**config.mk**
```make
export PLATFORM = sky130hd
export DESIGN_NAME = fpadd_align
export DESIGN_NICKNAME = d
export VERILOG_FILES = /design/src/rtl/fpadd_align.sv
export SDC_FILE = /design/constraint.sdc
export NUM_CORES = 1
export LEC_CHECK = 0
export BUFFER_PORTS_ARGS = -buffer_cell sky130_fd_sc_hd__buf_4
export CAP_MARGIN = 10
export CORE_MARGIN = 5
export CORE_UTILIZATION = 56
export CTS_CLUSTER_DIAMETER = 60
export CTS_CLUSTER_SIZE = 25
export DETAILED_ROUTE_END_ITERATION = 10
export GPL_TIMING_DRIVEN = 0
export HOLD_SLACK_MARGIN = 0.12
export PLACE_DENSITY_LB_ADDON = 0.3
export SYNTH_ARGS = -nofsm -noshare
export SYNTH_HDL_FRONTEND = slang
export SYNTH_SLANG_ARGS = --single-unit
```
**constraint.sdc**
```tcl
create_clock -name clk -period 2.9 [get_ports clk]
set_input_delay 0.145 -clock clk [delete_from_list [all_inputs] [get_ports clk]]
set_output_delay 0.145 -clock clk [all_outputs]
set_load 0.03 [all_outputs]
```
**src/rtl/fpadd_align.sv**
```systemverilog
// FP32 adder operand-alignment pre-stage: orders operands by magnitude, then
// right-shifts the smaller mantissa by the exponent difference with G/R/S bits.
module fpadd_align #(
  parameter int CNT_W = 16
) (
  input  logic             clk,
  input  logic             reset,
  input  logic             in_valid,
  output logic             in_ready,
  input  logic [31:0]      reg_A,
  input  logic [31:0]      reg_B,
  output logic             out_valid,
  input  logic             out_ready,
  output logic             out_sign,
  output logic             out_eff_sub,
  output logic [7:0]       out_exp,
  output logic [26:0]      out_mant_big,
  output logic [26:0]      out_mant_small,
  output logic             out_zero,
  output logic [CNT_W-1:0] op_count
);

  // Handshake: a transfer happens on a rising edge where valid && ready are
  // both high. valid never depends on ready; in_ready depends on out_ready
  // combinationally so a full pipe can drain and refill in the same edge.
  logic s1_valid_q, s2_valid_q;
  logic s1_adv, s2_adv, in_fire, s2_load;

  assign s2_adv   = !s2_valid_q || out_ready;
  assign s1_adv   = !s1_valid_q || s2_adv;
  assign in_ready = s1_adv;
  assign in_fire  = in_valid && in_ready;
  assign s2_load  = s1_valid_q && s2_adv;

  // Stage 1 next-state: magnitude compare on {exp, frac}; tie makes A big.
  logic        a_big;
  logic [31:0] big_op, small_op;
  logic [7:0]  diff_d;
  logic        zero_d;

  always_comb begin
    a_big    = (reg_A[30:0] >= reg_B[30:0]);
    big_op   = a_big ? reg_A : reg_B;
    small_op = a_big ? reg_B : reg_A;
    diff_d   = big_op[30:23] - small_op[30:23];
    zero_d   = (reg_A[31] ^ reg_B[31]) && (reg_A[30:0] == reg_B[30:0]);
  end

  logic        s1_sign_q, s1_eff_sub_q, s1_zero_q;
  logic [7:0]  s1_exp_q, s1_diff_q;
  logic [23:0] s1_mant_big_q, s1_mant_small_q;

  always_ff @(posedge clk) begin
    if (reset) begin
      s1_valid_q      <= 1'b0;
      s1_sign_q       <= 1'b0;
      s1_eff_sub_q    <= 1'b0;
      s1_zero_q       <= 1'b0;
      s1_exp_q        <= 8'd0;
      s1_diff_q       <= 8'd0;
      s1_mant_big_q   <= 24'd0;
      s1_mant_small_q <= 24'd0;
    end else begin
      if (s1_adv) s1_valid_q <= in_valid;
      if (in_fire) begin
        s1_sign_q       <= big_op[31];
        s1_eff_sub_q    <= reg_A[31] ^ reg_B[31];
        s1_zero_q       <= zero_d;
        s1_exp_q        <= big_op[30:23];
        s1_diff_q       <= diff_d;
        s1_mant_big_q   <= {1'b1, big_op[22:0]};
        s1_mant_small_q <= {1'b1, small_op[22:0]};
      end
    end
  end

  // Stage 2 next-state: shift with sticky collapse of every bit shifted out.
  logic [26:0] small_ext, shifted, lost_mask, mant_small_d, mant_big_d;

  always_comb begin
    small_ext    = {s1_mant_small_q, 3'b000};
    mant_big_d   = {s1_mant_big_q, 3'b000};
    shifted      = small_ext >> s1_diff_q[4:0];
    lost_mask    = ~(27'h7FFFFFF << s1_diff_q[4:0]);
    mant_small_d = {shifted[26:1], shifted[0] | (|(small_ext & lost_mask))};
    if (s1_diff_q >= 8'd27) mant_small_d = 27'h0000001;
  end

  logic             out_sign_q, out_eff_sub_q, out_zero_q;
  logic [7:0]       out_exp_q;
  logic [26:0]      out_mant_big_q, out_mant_small_q;
  logic [CNT_W-1:0] op_count_q;

  always_ff @(posedge clk) begin
    if (reset) begin
      s2_valid_q       <= 1'b0;
      out_sign_q       <= 1'b0;
      out_eff_sub_q    <= 1'b0;
      out_zero_q       <= 1'b0;
      out_exp_q        <= 8'd0;
      out_mant_big_q   <= 27'd0;
      out_mant_small_q <= 27'd0;
      op_count_q       <= '0;
    end else begin
      if (s2_adv) s2_valid_q <= s1_valid_q;
      if (s2_load) begin
        out_sign_q       <= s1_sign_q;
        out_eff_sub_q    <= s1_eff_sub_q;
        out_zero_q       <= s1_zero_q;
        out_exp_q        <= s1_exp_q;
        out_mant_big_q   <= mant_big_d;
        out_mant_small_q <= mant_small_d;
      end
      if (s2_valid_q && out_ready) op_count_q <= op_count_q + CNT_W'(1);
    end
  end

  assign out_valid      = s2_valid_q;
  assign out_sign       = out_sign_q;
  assign out_eff_sub    = out_eff_sub_q;
  assign out_zero       = out_zero_q;
  assign out_exp        = out_exp_q;
  assign out_mant_big   = out_mant_big_q;
  assign out_mant_small = out_mant_small_q;
  assign op_count       = op_count_q;

endmodule

```
-- Yosys cells after proc, flatten, opt, wreduce, memory -nomap -nowiden
Index checks and enable logic that the tools add are counted.
- flip-flop bits (word level): 147
- word-level logic and storage cells: 39
- $add $sub $neg: 2
- order comparisons: 2
- equal/unequal tests: 1
- shift-type cells: 2
- multiplexer cells: 3
- bitwise operators: 4
- reduce and logical (&&, ||, !) cells: 9
- operators by type and width (kind ; count):
    $mux W32 ; 1
    $eq A31 B31 Y1 ; 1
    $ge A31 B31 Y1 ; 1
    $mux W31 ; 1
    $and A27 B27 Y27 ; 1
    $mux W27 ; 1
    $not A27 Y27 ; 1
    $reduce_or A27 Y1 ; 1
    $shl A27 B5 Y27 const A ; 1
    $shr A27 B5 Y27 ; 1
    $add A16 B1 Y16 const B ; 1
    $ge A8 B5 Y1 const B ; 1
    $sub A8 B8 Y8 ; 1
    $logic_and A1 B1 Y1 ; 4
    $logic_not A1 Y1 ; 2
    $logic_or A1 B1 Y1 ; 2
    $or A1 B1 Y1 ; 1
    $xor A1 B1 Y1 ; 1

-- Depth between registers and ports, before layout
- word-level depth: 6
- depth in mapped cells: 14

-- Worst setup path after synthesis
OpenSTA, ideal clock, no wires.
- kind: input to register
- start point: input reg_B[28]
- end point: register s1_diff_q[7]
- setup time: 79 ps
- arrival time: 2449 ps
- required time: 2821 ps
- setup slack: 372 ps
- stages on the path: 13
- cell sequence: inv_1 > ha_1 > buf_6 > and2_4 > and3_1 > a22oi_2 > o211ai_4 > or2_4 > buf_6 > a22oi_4 > o221ai_2 > or4b_1 > o211ai_1
- longest elaborated chain between the ends: 3
- elaborated cells on any way between the ends: 4
- ends and longest elaborated chain (item ; line ; RTL):
    start, declared ; 11 ; input logic [31:0] reg_B,
    $ge A31 B31 Y1 ; 42 ; a_big = (reg_A[30:0] >= reg_B[30:0]);
    $mux W32 / $mux W31 (equally long branches) ; 43, 44 ;
    $sub A8 B8 Y8 * ; 45 ; diff_d = big_op[30:23] - small_op[30:23];
    end signal, assigned ; 70 ; s1_diff_q <= diff_d;
    end, declared ; 50 ; logic [7:0] s1_exp_q, s1_diff_q;
Every way passes the cells marked *; elsewhere a longest branch is shown, timed or not.
A chain may end at the register's enable or synchronous reset.

-- Worst setup path in the final report
- start point: input reg_B[29]
- end point: register s1_exp_q[1]
- longest elaborated chain between the ends: 2
- ends and longest elaborated chain (item ; line ; RTL):
    $ge A31 B31 Y1 ; 42 ;
    $mux W32 ; 43 ; big_op = a_big ? reg_A : reg_B;
    end signal, assigned ; 69 ; s1_exp_q <= big_op[30:23];
    end, declared ; 50 ;
No other way between the ends.

==> out/summary.json <==
{
  "outcome": "completed",
  "r2r-start": "s1_diff_q[1]$_SDFFE_PP0P_",
  "grt_start_max_net_pins": 17,
  "report.final.slew_viol_count": 0,
  "postSynth.asyncResetShare_pct": 0,
  "cts.reportedPaths.clkPinSlew_ps": 60,
  "synth_edf_count": 0,
  "min_from": "reg_A[2]",
  "gr-total-overflow": 0,
  "io_buffer_count": 147,
  "clk-insertion-delay-late_ps": 440,
  "syn_to_final_growth_pct": 31.0,
  "cts_post_setup_buffers_inserted": 0,
  "count_of_unique_library_cells_instantiated_by_yosys": 74,
  "tritoncts": "built",
  "fmax_mhz": 364,
  "endpoint_kind": "register",
  "floorplan.die_area_mm2": 0.0172,
  "ys_ff_latch": 146,
  "hold_depth": 3,
  "violation_count_after_the_first_detailed_routing_iteration": 1110,
  "cts_max_level": 4,
  "place_area_mm2": 0.00956,
  "antenna_cells": 0,
  "static-leakage-power_nw": 4.51,
  "gp_congestion": 1.03,
  "coreArea_mm2": 0.0145,
  "final_hold_viol_count": 0,
  "slew-limit-headroom_pct": 20.8,
  "yosys_warnings": 0,
  "timing_worst_slew_pin_value_ps": 1180,
  "hold-path-endpoint": "s1_mant_big_q[2]$_SDFFE_PP0P_",
  "die_width_um": 131,
  "final_layout_size_suffix_gt1_share_pct": 17.6,
  "io_pins": 151,
  "post_detailed_placement_half_perimeter_wirelength_um": 20900,
  "min_period_over_period_pct": 94.8,
  "mappedNetlistArea_mm2": 0.00822,
  "r2r_end": "out_mant_small[15]$_SDFFE_PP0P_",
  "reg2regPathDepth": 8,
  "part_of_the_yosys_area_used_for_sequential_elements_pct": 35.6,
  "fin_skew_ps": 8.63,
  "timing.hold.worst.class": "in -> reg",
  "critical_path_peak_fanout": 10,
  "initial_antenna_violation_count": 0,
  "fp.dieH_um": 131,
  "startpoint_type": "input pin",
  "ys_dominant_reg_cell": "sky130_fd_sc_hd__dfxtp_1",
  "crit_arrival_ps": 3020,
  "first_global_vias": 9141,
  "grt_first_pass_wirelength_um": 47800,
  "crit_type": "in -> reg",
  "postLayoutCellArea_mm2": 0.0108,
  "synth.avg_cell_area_um2": 7.59,
  "drt-vias-per-instance": 6.20,
  "drt-pass1-iter-count": 5,
  "unrepaired_setup_endpoints_after_global_routing": "false",
  "ctsRootBufferMaster": "sky130_fd_sc_hd__clkbuf_16",
  "drcViolationCount": 0,
  "detail-route-antenna-nets": 0,
  "cts.path.max_buffers": 2,
  "routed_wirelength_um": 30300,
  "post-route-min-period_ps": 2750,
  "r2r_slack_ps": 220,
  "drv.max_cap_violation_count": 0,
  "vias": 9326,
  "wire_per_inst_um": 20.1,
  "final-setup-viol-count": 0,
  "power.density_mw_per_mm2": 553,
  "post_synth_inst_count": 1083,
  "ir_worst_vdd_v": 0.000423,
  "final.setup.tns_ps": 0,
  "cts_buffers": 17,
  "nets": 1408,
  "starting_density_of_the_core_pct": 56.8,
  "fp-row-count": 44,
  "globalRouteTotalUtil_pct": 33.6,
  "clock-sinks": 146,
  "cp.required_ps": 3170
}
kinds of logic (layout without fill, tap and decap cells):
group                      after synthesis  after routing  synth area share, %
adders and majority gates               33             33                 4.99
DFF                                    146            146                 35.6
other                                    1              3               0.0456
muxes                                   40             40                 6.26
and+or+nand+nor                        422            422                 21.8
xor gates and xnor gates                10             10                 1.07
buffers and inverters                  130            366                 6.39
AOI/OAI and AO/OA                      301            301                 23.9
synthesized netlist by cell type, types with 6 or more instances:
library cell,count,area [µm²]
sky130_fd_sc_hd__nor4_1,6,37.5
sky130_fd_sc_hd__or3_1,8,50.1
sky130_fd_sc_hd__mux2i_1,21,210
sky130_fd_sc_hd__nor2b_1,7,43.8
sky130_fd_sc_hd__o21ai_0,44,220
sky130_fd_sc_hd__nor3_1,14,70.1
sky130_fd_sc_hd__inv_1,43,161
sky130_fd_sc_hd__nand2_1,182,683
sky130_fd_sc_hd__buf_2,8,40.0
sky130_fd_sc_hd__buf_1,8,30.0
sky130_fd_sc_hd__nor2_1,155,582
sky130_fd_sc_hd__a211oi_1,39,293
sky130_fd_sc_hd__nand4_1,9,56.3
sky130_fd_sc_hd__nand3_1,11,55.1
sky130_fd_sc_hd__a311oi_1,25,219
sky130_fd_sc_hd__ha_1,32,400
sky130_fd_sc_hd__mux4_2,8,180
sky130_fd_sc_hd__clkbuf_1,62,233
sky130_fd_sc_hd__o22ai_1,8,50.1
sky130_fd_sc_hd__a21oi_1,114,571
sky130_fd_sc_hd__xor2_1,8,70.1
sky130_fd_sc_hd__a22oi_1,23,173
sky130_fd_sc_hd__mux2_2,11,124
sky130_fd_sc_hd__dfxtp_1,146,2920
sky130_fd_sc_hd__and3_1,8,50.1
sequential cells by signal, summed over array words and instances, names as in the netlist:
signal / cells
op_count: 16
out_eff_sub: 1
out_exp: 8
out_mant_big: 24
out_mant_small: 27
out_sign: 1
out_valid: 1
out_zero: 1
s1_diff_q: 8
s1_eff_sub_q: 1
s1_exp_q: 8
s1_mant_big_q: 24
s1_mant_small_q: 23
s1_sign_q: 1
s1_valid_q: 1
s1_zero_q: 1
critical path, cell delays in order:
cell	delay [ps]
sky130_fd_sc_hd__buf_4	110
sky130_fd_sc_hd__inv_1	60
sky130_fd_sc_hd__ha_1	370
sky130_fd_sc_hd__nand3_1	130
sky130_fd_sc_hd__nor3_2	310
sky130_fd_sc_hd__inv_1	120
sky130_fd_sc_hd__o211ai_4	310
sky130_fd_sc_hd__or2_4	210
sky130_fd_sc_hd__buf_6	170
sky130_fd_sc_hd__clkbuf_1	530
sky130_fd_sc_hd__nor2_1	80
sky130_fd_sc_hd__a21oi_1	320
sky130_fd_sc_hd__a211oi_1	140
per-stage QoR:
step	instances	setup slack (ps)	total power [W]	utilization [%]	hold WS (ps)
6_report	1505	152	0.00595	74.3	126
5_1_grt	1505	33.6	0.00615	74.3	127
4_1_cts	1505	76.2	0.00587	74.1	121
3_5_place_dp	1416	-317	0.00361	66.0	373
3_3_place_gp	1416	-317	0.00360	66.0	368
2_1_floorplan	1085	372	0.00313	-	262
layout make-up:
cell class	instances	area (µm²)
sequential	146	2920
fill	1092	3710
multi-input combinational	809	4810
inverter	46	173
tap	184	230
clock inverter	13	139
clock buffer	19	453
timing repair buffer	204	1670
buffer	84	359
per-layer routing:
layer | GRT usage [%] | vias up | share of wire (%)
li1 | - | 4280 | -
met4 | 16.9 | 0 | 5.0
met1 | 41.4 | 4301 | 38
met3 | 9.10 | 128 | 11
met5 | 0 | - | 0
met2 | 54.2 | 617 | 46
power by group:
group          total, W  switching (W)  internal (W)
Clock           0.00223       0.000978       0.00126
Sequential      0.00224       0.000111       0.00212
Combinational   0.00148       0.000925      0.000558
worst max-delay path by stage:
stage              start                        end  slack (ps)  cells past startpoint
3_5_place_dp   reg_B[13]   s1_exp_q[1]$_SDFFE_PP0P_        -320                     13
6_report       reg_B[29]   s1_exp_q[1]$_SDFFE_PP0P_         150                     13
2_1_floorplan  reg_B[28]  s1_diff_q[7]$_SDFFE_PP0P_         370                     13
4_1_cts        reg_B[13]     s1_sign_q$_SDFFE_PP0P_          80                     13
3_3_place_gp   reg_B[21]   s1_exp_q[1]$_SDFFE_PP0P_        -320                     13
5_1_grt        reg_B[29]     s1_sign_q$_SDFFE_PP0P_          30                     13
cell usage in the layout (no fill, tap or decap), drive strengths merged, types with 7 or more instances in the layout:
master       instances
nand3               11
a211oi              39
mux4                 8
xor2                 8
a311oi              25
dlygate4sd3         57
and3                 8
mux2                11
o21ai               45
nand2              182
inv                 51
dfxtp              146
nor2               155
nor3                15
nand4                9
clkbuf              83
ha                  32
nor2b                7
or3                  8
a22oi               25
a21oi              115
buf                167
mux2i               21
o22ai                8
timing repair:
action,CTS,global route
endpoints found under the setup margin,0,12
hold endpoints to repair,44,0
hold buffers,57,0
gates resized for setup,0,13
Note: power is estimated with default switching activity, not from simulation.
